## config.mk

```make
export PLATFORM = sky130hd
export DESIGN_NAME = stream_arb2x1
export DESIGN_NICKNAME = d
export VERILOG_FILES = /design/src/rtl/stream_arb2x1.sv
export SDC_FILE = /design/constraint.sdc
export NUM_CORES = 1
export LEC_CHECK = 0
export ABC_AREA = 1
export CAP_MARGIN = 20
export CORE_MARGIN = 1
export CORE_UTILIZATION = 34
export CTS_BUF_LIST = sky130_fd_sc_hd__clkbuf_4
export DETAILED_ROUTE_END_ITERATION = 8
export GPL_TIMING_DRIVEN = 0
export PLACE_DENSITY = 0.76
export SYNTH_ARGS = -nofsm -noshare
export SYNTH_HDL_FRONTEND = slang
export SYNTH_SLANG_ARGS = --single-unit
```

## constraint.sdc

```tcl
create_clock -name clk -period 1 [get_ports clk]
set_input_delay 0.15 -clock clk [delete_from_list [all_inputs] [get_ports clk]]
set_output_delay 0.15 -clock clk [all_outputs]
set_load 0.01 [all_outputs]
```

## src/rtl/stream_arb2x1.sv

```systemverilog
// Two-input round-robin stream arbiter with a registered output stage.
// Optional saturating grant counters are enabled by defining STREAM_ARB_CNT_EN.
//
// state | meaning
// PRI0  | source 0 preferred when both are valid
// PRI1  | source 1 preferred when both are valid
module stream_arb2x1 #(
    parameter int WIDTH = 8
) (
    input  logic             clk,
    input  logic             rst,
    input  logic [WIDTH-1:0] in0_data,
    input  logic             in0_valid,
    output logic             in0_ready,
    input  logic [WIDTH-1:0] in1_data,
    input  logic             in1_valid,
    output logic             in1_ready,
    output logic [WIDTH-1:0] out_data,
    output logic             out_valid,
    input  logic             out_ready,
    output logic             out_sel
`ifdef STREAM_ARB_CNT_EN
    ,
    output logic [15:0]      grant_cnt0,
    output logic [15:0]      grant_cnt1
`endif
);

    typedef enum logic {
        PRI0 = 1'b0,
        PRI1 = 1'b1
    } pri_t;

    pri_t pri_q;
    pri_t pri_d;
    logic load_en;
    logic grant_vld;
    logic grant_idx;
    logic take;

    always_ff @(posedge clk or posedge rst) begin
        if (rst) begin
            pri_q <= PRI0;
        end else begin
            pri_q <= pri_d;
        end
    end

    always_comb begin
        load_en   = !out_valid || out_ready;
        grant_vld = 1'b0;
        grant_idx = 1'b0;
        pri_d     = pri_q;
        if (in0_valid && in1_valid) begin
            grant_vld = 1'b1;
            grant_idx = (pri_q == PRI1);
        end else if (in0_valid) begin
            grant_vld = 1'b1;
            grant_idx = 1'b0;
        end else if (in1_valid) begin
            grant_vld = 1'b1;
            grant_idx = 1'b1;
        end
        take      = load_en && grant_vld;
        in0_ready = take && !grant_idx;
        in1_ready = take && grant_idx;
        // Hand preference to the source that just lost.
        if (take) begin
            pri_d = grant_idx ? PRI0 : PRI1;
        end
    end

    always_ff @(posedge clk or posedge rst) begin
        if (rst) begin
            out_data  <= '0;
            out_sel   <= 1'b0;
            out_valid <= 1'b0;
        end else if (take) begin
            out_data  <= grant_idx ? in1_data : in0_data;
            out_sel   <= grant_idx;
            out_valid <= 1'b1;
        end else if (out_ready && out_valid) begin
            out_valid <= 1'b0;
        end
    end

`ifdef STREAM_ARB_CNT_EN
    always_ff @(posedge clk or posedge rst) begin
        if (rst) begin
            grant_cnt0 <= 16'h0000;
            grant_cnt1 <= 16'h0000;
        end else begin
            if (in0_ready && grant_cnt0 != 16'hFFFF) begin
                grant_cnt0 <= grant_cnt0 + 16'd1;
            end
            if (in1_ready && grant_cnt1 != 16'hFFFF) begin
                grant_cnt1 <= grant_cnt1 + 16'd1;
            end
        end
    end
`endif

endmodule

```

==> results.txt <==
crit-path max FO: 4
synth unique cells: 14
Initial Utilization: 37.0%
crit-path max cell delay: 0.37 ns
Finish-stage setup viols: 12
fraction of synthesized area in multiplexers: 0%
cell taking the most area after synthesis: dfrtp_1
Total GRT Usage: 22.4%
crit start category: register
nets: 133
post-synth net total: 83
CP max stage cell: dfrtp_1
via count: 672
Max clock buf depth: 2
Final Hold Viols: 0
Adder-Cell Fraction of Synth Area: 0%
combinational family with the most area after synthesis: simple AND/OR/NAND/NOR gates
CP arrival: 1.10 ns
max_cap viols: 0
initial antenna violation count: 0
most common cell after layout, fill and taps aside: clkdlybuf4s50_1
Syn Inst Count: 62
RSZ-0062 raised after global routing: true
area grow syn2layout: 92.5%
PD cells: 1310 nW/µm²
Hold WC Path Type: in -> async
crit path capture type: primary output
FILL cells: 121
post-route ant nets: 0
Setup CP Type: reg -> out
I/O pin total: 33
CP top delay family: flip-flops
Via-to-Cell Ratio: 5.29
detailed placer's ending HPWL: 1.09 mm
sequential share of the synthesized area: 48.2%
failing checks: setup timing
drt first pass iters: 4
Clk pin slew, worst setup/hold paths: 0.08 ns
maximum clock frequency: 799 MHz
first-pass GRT wire length: 3.08 mm
CP cell instances: inv_2 > nand2_4 > nand2_8 > inv_4 > nor2_4 > buf_6
largest net degree at the start of global routing: 12
TritonCTS clock tree: built
Yosys top cell area share: 48.2%
Worst-Margin Slew: 0.438 ns
Multi-input gate area: 378 µm²
Max Clock Skew: 0.00447 ns
DR WL/cell: 15.0 µm
top post-synthesis cells by area: dfrtp_1 (48%), nand3_1 (14%), nand4_1 (8.8%), nand2_1 (5.9%), nor2_4 (5.9%)
Synth warnings: 0
mapped cell area: 571 µm²
initial DRC count: 16
grt ovf: 0
Worst-Skew Late Latency: 0.28 ns
status: complete, but fails checks
Required @ worst endpoint: 0.85 ns
Storage cell area: 275 µm²
Routed WL: 1.91 mm
ant diodes: 0
chip height: 43.0 µm
CTS Buf Count: 3
XOR/XNOR share of the synthesized area: 0%
Setup WS post-layout: -0.251 ns
Die Span X: 43.0 µm
VDD IR max: 1090 µV
syn avg cell area: 9.20 µm²
setup TNS: -1.19 ns
H-Tree Level Count: 1
Placer Congestion: 0.748
Final period util: 125%
Worst slew margin: 70.8%
vias in the first global route: 666
hold buffer count at cts: 0
Core Region: 1540 µm²
CTS root buf: clkbuf_4
flops & latches, synth: 11
min Tclk post-route: 1.25 ns
post-synthesis compound-gate area fraction: 3.73%
Synth Area in Simple Gates: 42.8%
P_leak: 0.530 nW
Hold WS: 0.164 ns
clk sinks: 11
DIE AREA: 1850 µm²
CP bufs+invs: 3
Buffers on Ports: 32
row count: 14
most frequent cells in the layout: clkdlybuf4s50_1 (17), nand3_2 (16), dfrtp_1 (11), buf_4 (11), buf_2 (10)
fraction of layout cells with a size suffix above 1: 52.3%
# DRC: 0
Max Slew Vio Count: 0
-- Yosys cell counts --
cell	instances
nor2_2	1
inv_1	4
inv_2	1
dfrtp_1	11
nand2_1	9
nor2_4	3
buf_6	1
nand2_4	2
nand2_2	1
a21oi_1	1
nor2_1	3
o21ai_4	1
nand4_1	8
nand3_1	16
-- kinds of logic (layout without fill, tap and decap cells) --
family          Yosys count  count (layout)
simple gates             43              44
flops                    11              11
buf+inv                   6              54
compound gates            2               2
-- power breakdown --
group	switching, mW	leakage (nW)	total [mW]	internal [mW]
registers	0.0362	0.129	0.549	0.512
logic	0.270	0.382	0.542	0.272
clock network	0.163	0.0184	0.345	0.182
-- timing repair --
action	in CTS	in global routing
setup buffers	12	0
gates resized for setup	68	7
cloned	1	0
pin swaps	8	5
endpoints found under the setup margin	22	13
-- per-stage QoR --
step | std cells | setup slack (ns) | area (µm²) | utilization [%] | power [mW]
6_report | 127 | -0.251 | 1100 | 71.3 | 1.44
5_1_grt | 127 | -0.314 | 1100 | 71.3 | 1.51
4_1_cts | 127 | -0.266 | 1060 | 69.0 | 1.41
3_5_place_dp | 110 | -0.900 | 923 | 59.9 | 1.02
3_3_place_gp | 110 | -0.884 | 923 | 59.9 | 1.01
2_1_floorplan | 62 | 0.0255 | 583 | - | 0.755
-- metal layers --
metal / up-vias / GRT usage (%) / wire length (µm)
met1: 326 / 26.5 / 778
met5: - / 0 / 0
met4: 0 / 6.06 / 23
li1: 315 / - / -
met3: 2 / 7.23 / 135
met2: 29 / 38.8 / 971
-- state kept, by name, indices dropped and copies added (netlist names) --
signal     cells
out_data       8
out_sel        1
out_valid      1
pri_q          1
-- area by class of cell --
type                       count  area share (%)
buffer                         1            1.03
clock buffer                   4            2.73
inverter                       5            1.94
multi-input combinational     46            34.4
sequential                    11            25.1
tap                           16            1.82
timing repair buffer          44            33.0
-- path summary, 6_finish.rpt --
kind | slack, ns | cells past startpoint | end | start
min in group clk | 0.32 | 3 | out_valid$_DFFE_PP0P_ | in1_valid
hold reg to reg | 0.50 | 2 | out_data[1]$_DFFE_PP0P_ | out_data[1]$_DFFE_PP0P_
setup reg to reg | -0.12 | 6 | out_data[7]$_DFFE_PP0P_ | out_valid$_DFFE_PP0P_
hold / removal | 0.16 | 2 | out_data[7]$_DFFE_PP0P_ | rst
setup / recovery | -0.25 | 6 | in0_ready | pri_q$_DFFE_PP0P_
max in group asynchronous | 0.53 | 2 | out_data[6]$_DFFE_PP0P_ | rst
(Power assumes the default switching activity.)
